--- src/rtl/bcd2exce.sv ---
// Packed-BCD to excess-3 converter: each nibble gets +3, digits > 9 are flagged and zeroed.
// Latency: one cycle from in_valid to out_valid; results held while idle.
// No backpressure: one result per cycle, never stalls. Optional BCD2EXCE_DECODE_EN adds dir (1 = excess-3 to BCD).
module bcd2exce #(
  parameter int DIGITS = 4
) (
  input  logic                  clk,
  input  logic                  rst_n,
  input  logic                  in_valid,
`ifdef BCD2EXCE_DECODE_EN
  input  logic                  dir,
`endif
  input  logic [4*DIGITS-1:0]   bcd,
  output logic                  out_valid,
  output logic [4*DIGITS-1:0]   exce,
  output logic                  err,
  output logic [DIGITS-1:0]     digit_err
);

  localparam int W = 4 * DIGITS;

  // Converts one nibble; returns {error, result}. A bad code yields a zero nibble.
  function automatic logic [4:0] conv_nib(input logic [3:0] d, input logic dec);
    logic [4:0] r;
    r = 5'b1_0000;
    if (!dec) begin
      if (d <= 4'd9) r = {1'b0, d + 4'd3};
    end else begin
      if (d >= 4'd3 && d <= 4'hC) r = {1'b0, d - 4'd3};
    end
    return r;
  endfunction

  logic dec_sel;
`ifdef BCD2EXCE_DECODE_EN
  assign dec_sel = dir;
`else
  assign dec_sel = 1'b0;
`endif

  logic [W-1:0]      conv_exce;
  logic [DIGITS-1:0] conv_derr;

  // Per-digit conversion; digits never interact, so no carry crosses nibbles.
  always_comb begin
    logic [4:0] r;
    conv_exce = '0;
    conv_derr = '0;
    r         = '0;
    for (int i = 0; i < DIGITS; i++) begin
      r                  = conv_nib(bcd[4*i +: 4], dec_sel);
      conv_exce[4*i +: 4] = r[3:0];
      conv_derr[i]       = r[4];
    end
  end

  logic              out_valid_q, out_valid_d;
  logic [W-1:0]      exce_q, exce_d;
  logic              err_q, err_d;
  logic [DIGITS-1:0] digit_err_q, digit_err_d;

  // Next-state: load on in_valid, otherwise hold data and drop valid.
  always_comb begin
    out_valid_d = in_valid;
    exce_d      = exce_q;
    err_d       = err_q;
    digit_err_d = digit_err_q;
    if (in_valid) begin
      exce_d      = conv_exce;
      digit_err_d = conv_derr;
      err_d       = |conv_derr;
    end
  end

  // Output register with synchronous active-low reset that wins over in_valid.
  always_ff @(posedge clk) begin
    if (!rst_n) begin
      out_valid_q <= 1'b0;
      exce_q      <= '0;
      err_q       <= 1'b0;
      digit_err_q <= '0;
    end else begin
      out_valid_q <= out_valid_d;
      exce_q      <= exce_d;
      err_q       <= err_d;
      digit_err_q <= digit_err_d;
    end
  end

  assign out_valid = out_valid_q;
  assign exce      = exce_q;
  assign err       = err_q;
  assign digit_err = digit_err_q;

endmodule

--- config.mk ---
export PLATFORM = sky130hd
export DESIGN_NAME = bcd2exce
export DESIGN_NICKNAME = d
export VERILOG_FILES = /design/src/rtl/bcd2exce.sv
export SDC_FILE = /design/constraint.sdc
export NUM_CORES = 1
export LEC_CHECK = 0
export CORE_MARGIN = 1
export CORE_UTILIZATION = 45
export CTS_CLUSTER_DIAMETER = 80
export DETAILED_ROUTE_END_ITERATION = 8
export PLACE_DENSITY_LB_ADDON = 0.05
export SLEW_MARGIN = 20
export SYNTH_ARGS = -nofsm -noshare
export SYNTH_HDL_FRONTEND = slang
export SYNTH_SLANG_ARGS = --single-unit
export TNS_END_PERCENT = 20
--- constraint.sdc ---
create_clock -name clk -period 3.3 [get_ports clk]
set_input_delay 0.33 -clock clk [delete_from_list [all_inputs] [get_ports clk]]
set_output_delay 0.33 -clock clk [all_outputs]
set_load 0.1 [all_outputs]
# Word level (Yosys, flattened, before mapping)
# Index checks and enable logic that the tools add are counted.
# Widths: inputs -> output; s select.
classes:
  muxes: 4
  magnitude_cmp: 4
  reduce_logical: 1
  add_sub_neg: 4
ops:
  columns: ["op", "count"]
  rows:
  - ["$mux 5", 4]
  - ["$add 4x2->4 const B", 4]
  - ["$le 4x4->1 const B", 4]
  - ["$reduce_or 4->1", 1]
word_totals:
  out_inout_bits: 22
  in_bits: 19
  regBits: 22

# Longest topological paths before layout
# Gate-level depths: netlist of run 1.
logic_depth:
  ltp_word: 3
  mapped_depth: 5

# Worst setup path before layout of run 1
# Ideal clock, no wire load.
synth_timing:
  path_kind: "flip-flop to flip-flop"
  startpoint: "reg, netlist name exce[7]"
  endpoint: "reg exce_q[7], in the netlist exce[7]"
  n_path_buf: 0
  stages_incl_launch_ff: 4
  arrival_time_ns: 1.495
  required_ns: 3.182
  setup_time_ns: 0.118
  setup_slack_ns: 1.688
  cell_sequence: "dfxtp_1 > nor2b_1 > or4b_1 > o2111a_1"
synth_lines:
  columns: ["item", "line_no", "text"]
  rows:
  - ["to (signal assigned)", "79", "exce_q <= '0;"]
  - ["to (signal assigned)", "84", "exce_q <= exce_d;"]
  - ["to (decl)", "58", "logic [W-1:0] exce_q, exce_d;"]

# Final worst setup path of run 1
layout_timing:
  startpoint: "reg exce_q[6], in the netlist exce[6]"
  endpoint: "out exce[6]"
layout_lines:
  columns: ["item", "line_no", "text"]
  rows:
  - ["to (decl)", "15", "output logic [4*DIGITS-1:0] exce,"]
# No word-level cell between the ends.

==> reports/qor.csv, run 1 <==
stage,metric,value,unit
die,die_area,2400,µm²
route,ant_nets,0,
synthesis,synth_top_area_share,44.3,%
route,vias,921,
layout,n_fill_cell,167,
timing,fmax,0.469,GHz
route,wl_per_cell,11.5,µm
timing,slew_headroom,35.4,%
synthesis,syn-cell-area,993,µm²
clocking,cts_sinks,22,
layout,stdcell_area,1450,µm²
synthesis,synth_top_cell_by_area,dfxtp_1,
synthesis,syn_inst,111,
power,power.leakage,0.614,nW
status,status,completed,
timing,finalHoldViolCount,0,
clocking,cts_tree,yes,
grt,grt_overflow_total,0,
placed_design,dpl-instance-area,1420,µm²
layout,area_growth,46.3,%
critical_path,path_depth,1,
synthesis,synth-seq-cells,22,
route,drtIter0Drc,19,
clocking,cts_setup_buffers,0,
route,vias_per_cell,5.12,
die,ios,41,
hold_path,hold_class,reg2reg,
critical_path,crit_type,reg2out,
grt,grtUsageTotal,19.1,%
route,drc,0,
die,die_h,49.0,µm
timing,period_needed,2.13,ns
grt,grt_max_degree,16,
critical_path,worstPathCellList,clkdlybuf4s50_1,
grt,antenna_found_initial,0,
timing,timing.final.crit_share,64.6,%
placed_design,portBuffers,40,
critical_path,crit_slowest_cell,clkdlybuf4s50_1,
synthesis,synth-seq-area-share,44.3,%
clocking,max-clock-path-buffers,2,
job,max_cap_violations,0,
critical_path,crit_buf_inv,1,
synthesis,syn_nets,138,
synthesis,yosysWarningCount,0,
timing,tightestPinTransition,0.967,ns
critical_path,worst-path-max-fanout,2,
critical_path,cp_top_family,buffers and inverters,
synthesis,synth_area_leaders,"dfxtp_1, ha_1, o21ai_1",
clocking,root_buffer,clkbuf_4,
placed_design,dp.final_hpwl,1650,µm
timing,drv_slew,0,
critical_path,endpoint_kind,primary output,
timing,rsz0062_at_grt,false,
timing,fin_tns_setup,0,ns
route,firstDrtPassIters,4,
synthesis,yosysUniqueCellTypes,24,
hold_path,holdPathStages,2,
placed_design,gp_congestion,0.748,
die,dieWidth,49.0,µm
die,rows,16,
clocking,numCtsBuffers,3,
synthesis,avgSynthCellArea,8.95,µm²
critical_path,cp.arrival,1.80,ns
critical_path,ff2ff_path_depth,3,
clocking,htree_levels,1,
clocking,cts_resized,0,
die,coreArea,2020,µm²
power,powerDensity,452,nW/µm²
timing,clock_skew,0,ns
grt,grt_pass1_wl,3570,µm
grt,grt_pass1_vias,824,
layout,nets,181,
layout,num_antenna_cells,0,
power,vdd_drop_max,0.297,mV
critical_path,required,2.97,ns
critical_path,start_kind,flop,
critical_path,crit_path_max_incr_delay,1.13,ns
clocking,hold_buffers,0,
die,start_util,49.1,%
clocking,cts.reportedPaths.clkPinSlew,0.12,ns
route,drt_wl_total,2080,µm
layout,drive_gt1_share,3.27,%
timing,final-setup-viol-count,0,
clocking,clock_latency,0.30,ns
==> layer usage <==
metal	wire length [µm]	up-vias	global-route usage, %	share of wire [%]
met5	0	-	0	0
met4	18	0	5.88	0.87
met3	91	3	2.80	4.4
met2	1090	26	36.8	53
met1	874	424	21.2	42
li1	-	468	-	-
==> cell type report <==
| class | count | area (µm²) | area share (%) |
|---|---|---|---|
| sequential | 22 | 440 | 30.3 |
| clock buffer | 4 | 36.3 | 2.50 |
| tap | 27 | 33.8 | 2.32 |
| timing repair buffer | 40 | 400 | 27.5 |
| multi-input combinational | 77 | 505 | 34.8 |
| inverter | 10 | 37.5 | 2.58 |
==> cell families (layout without fill, tap and decap cells) <==
family                     count (synthesis)  after routing  share of synthesized area (%)
AOI/OAI and AO/OA                         38             38                           24.4
and+or+nand+nor                           27             27                           12.8
DFF                                       22             22                           44.3
buffers and inverters                     12             54                           4.79
adders and majority gates                  8              8                           10.1
xor gates and xnor gates                   4              4                           3.53
==> power by group <==
group          internal (mW)  total (mW)  switching (mW)
registers              0.281       0.289         0.00745
clock network         0.0673       0.148          0.0808
logic                 0.0646       0.220           0.156
==> through the flow <==
step / hold slack [ns] / util (%) / cells / total power, mW / setup WS, ns
after floorplan: 0.427 / - / 111 / 0.449 / 1.69
after global placement: 0.433 / 70.1 / 176 / 0.512 / 1.35
after detailed placement: 0.440 / 70.1 / 176 / 0.516 / 1.26
after CTS: 0.457 / 71.9 / 180 / 0.661 / 1.15
after global routing: 0.484 / 71.9 / 180 / 0.690 / 1.10
final: 0.451 / 71.9 / 180 / 0.657 / 1.17
==> registers in the layout, indices dropped and copies added, names as in the netlist <==
| name | flops |
|---|---|
| out_valid | 1 |
| digit_err | 4 |
| exce | 16 |
| err | 1 |
==> placed cells by master (no fill, tap or decap) <==
cell type / netlist / layout
a21boi_1: 1 / 1
a21o_1: 4 / 4
a21oi_1: 7 / 7
a222oi_1: 1 / 1
a22o_1: 3 / 3
a31oi_1: 3 / 3
and2b_1: 1 / 1
clkbuf_4: 0 / 3
clkbuf_8: 0 / 1
clkdlybuf4s50_1: 0 / 40
dfxtp_1: 22 / 22
ha_1: 8 / 8
inv_1: 10 / 10
nand2_1: 13 / 13
nand2b_1: 3 / 3
nand3_1: 3 / 3
nor2_1: 4 / 4
nor2b_1: 1 / 1
o2111a_1: 1 / 1
o21ai_0: 2 / 2
o21ai_1: 12 / 12
o21bai_1: 3 / 3
o21bai_2: 1 / 1
or3_1: 1 / 1
or4b_1: 1 / 1
xor2_1: 4 / 4
==> Yosys cell counts <==
master    count
a21boi_1      1
a21o_1        4
a21oi_1       7
a222oi_1      1
a22o_1        3
a31oi_1       3
and2b_1       1
buf_2         2
dfxtp_1      22
ha_1          8
inv_1        10
nand2_1      13
nand2b_1      3
nand3_1       3
nor2_1        4
nor2b_1       1
o2111a_1      1
o21ai_0       2
o21ai_1      12
o21bai_1      3
o21bai_2      1
or3_1         1
or4b_1        1
xor2_1        4
==> worst register-to-register path: cells and delay by family, from the launching register on <==
kind / cells / cell delay (ns)
AND/OR/NAND/NOR: 2 / 0.63
AO/OA/AOI/OAI: 1 / 0.14
flip-flops: 1 / 0.33
==> path summary, 6_finish.rpt <==
path,from,to,slack (ns)
worst min register to register,exce[0],exce[0],0.45
worst max-delay path,exce[6],exce[6],1.17
worst min-delay path,exce[0],exce[0],0.45
worst max register to register,exce[7],exce[7],2.10
No activity file was read; power rests on OpenSTA's default activity.
==> run 2: changes to the inputs <==
--- a/config.mk
+++ b/config.mk
@@ -6,7 +6,7 @@
 export NUM_CORES = 1
 export LEC_CHECK = 0
 export CORE_MARGIN = 1
-export CORE_UTILIZATION = 45
+export CORE_UTILIZATION = 37
 export CTS_CLUSTER_DIAMETER = 80
 export DETAILED_ROUTE_END_ITERATION = 8
 export PLACE_DENSITY_LB_ADDON = 0.05
==> constraint.sdc (replaced) <==
create_clock -name clk -period 1.91 [get_ports clk]
set_input_delay 0.191 -clock clk [delete_from_list [all_inputs] [get_ports clk]]
set_output_delay 0.191 -clock clk [all_outputs]
set_load 0.1 [all_outputs]
==> reports/qor.csv, run 2 (synthesized netlist as in run 1, its figures left out) <==
stage,metric,value,unit,change
hold_path,hold_class,reg2reg,,
clocking,cts_tree,yes,,
placed_design,gp_congestion,0.722,,-3.4%
clocking,cts_setup_buffers,0,,unchanged
clocking,max-clock-path-buffers,2,,unchanged
clocking,cts.reportedPaths.clkPinSlew,0.12,ns,about the same
critical_path,required,2.12,ns,-0.85 ns
clocking,htree_levels,1,,unchanged
power,powerDensity,775,nW/µm²,+71%
critical_path,start_kind,input port,,
route,drt_wl_total,2190,µm,+5.3%
grt,grt_max_degree,16,,unchanged
timing,slew_headroom,64.2,%,+29 points
clocking,cts_sinks,22,,unchanged
power,vdd_drop_max,0.455,mV,+53%
die,start_util,39.7,%,-9.4 points
power,power.leakage,0.650,nW,+6.0%
clocking,cts_resized,0,,unchanged
route,firstDrtPassIters,4,,unchanged
timing,fin_tns_setup,0,ns,unchanged
grt,grtUsageTotal,16.5,%,-2.6 points
critical_path,crit_type,in2reg,,
route,vias,904,,-1.8%
layout,final_common_cell,buf_4,,
clocking,root_buffer,clkbuf_4,,
layout,drive_gt1_share,17.6,%,+14 points
grt,grt_pass1_vias,819,,-0.61%
route,ant_nets,0,,unchanged
grt,antenna_found_initial,0,,unchanged
job,max_cap_violations,0,,unchanged
timing,rsz0062_at_grt,false,,
die,coreArea,2500,µm²,+24%
timing,clock_skew,0,ns,unchanged
route,vias_per_cell,4.94,,-3.5%
layout,nets,182,,+0.55%
clocking,numCtsBuffers,3,,unchanged
placed_design,dp.final_hpwl,1710,µm,+3.6%
timing,timing.final.crit_share,82.3,%,
power,finalPower,1.08,mW,+65%
placed_design,portBuffers,40,,unchanged
die,die_h,53.8,µm,+9.9%
clocking,clock_latency,0.30,ns,about the same
die,ios,41,,unchanged
status,status,completed,,
timing,fmax,0.636,GHz,
layout,final_cell_mix,"buf_4, dfxtp_1, clkdlybuf4s50_1",,
timing,final-setup-viol-count,0,,unchanged
die,dieWidth,53.8,µm,+9.9%
timing,period_needed,1.57,ns,
critical_path,cp.arrival,1.78,ns,-0.02 ns
clocking,hold_buffers,0,,unchanged
route,drc,0,,unchanged
placed_design,place_ws,0.00591,ns,-1.25 ns
critical_path,worst-path-max-fanout,4,,+2
layout,largest_reg_flops,16,,unchanged
grt,grt_overflow_total,0,,unchanged
route,wl_per_cell,11.9,µm,+3.6%
layout,num_antenna_cells,0,,unchanged
timing,tightestPinTransition,0.538,ns,-0.429 ns
route,drtIter0Drc,11,,-8
die,die_area,2900,µm²,+21%
timing,setup_slack,0.339,ns,-0.828 ns
die,rows,18,,+2
critical_path,endpoint_kind,flop,,
timing,finalHoldViolCount,0,,unchanged
grt,grt_pass1_wl,3450,µm,-3.5%
timing,drv_slew,0,,unchanged
layout,area_growth,40.6,%,
## run 2: cell count changes in the layout (fill, tap and decap cells not counted), sizes merged
cell / change
clkbuf: -1
buf: +23
clkdlybuf4s50: -22
## run 2: final timing paths
kind,start,end,slack [ns],cells after the start
worst max register to register,exce[7],exce[7],0.72,3
worst max-delay path,bcd[4],exce[7],0.34,6
worst min register to register,exce[0],exce[0],0.45,2
worst min-delay path,exce[0],exce[0],0.45,2
## run 2: routing by layer
metal | up-vias | global-route usage [%] | part of all wire [%]
met5 | - | 0 | 0
met4 | 0 | 6.58 | 0.55
met3 | 2 | 3.11 | 4.6
met2 | 21 | 29.0 | 48
met1 | 410 | 19.5 | 47
li1 | 471 | - | -
## run 2: cell type report
cell class | count | area, µm²
fillers | 236 | 1100
multi-input cells | 77 | 505
flip-flops and latches | 22 | 440
repair buffers | 41 | 353
inverters | 10 | 37.5
well taps | 30 | 37.5
clock buffers | 3 | 22.5
## run 2: through the flow
step	instance area, µm²	cells	utilization [%]	hold slack, ns
2_1_floorplan	993	111	-	0.288
3_5_place_dp	1370	180	55.0	0.440
5_1_grt	1400	183	55.9	0.483
6_report	1400	183	55.9	0.451
4_1_cts	1400	183	55.9	0.457
3_3_place_gp	1370	180	55.0	0.436
## run 2: worst max-delay path: stages
cell,delay [ns]
clkdlybuf4s50_1,0.54
inv_1,0.06
ha_1,0.22
o21bai_2,0.16
or4b_1,0.46
o2111a_1,0.14
## run 2: power breakdown
group | switching, mW | internal, mW | total (mW)
Combinational | 0.270 | 0.104 | 0.374
Sequential | 0.0131 | 0.486 | 0.499
Clock | 0.135 | 0.0735 | 0.208
Total | 0.419 | 0.663 | 1.08
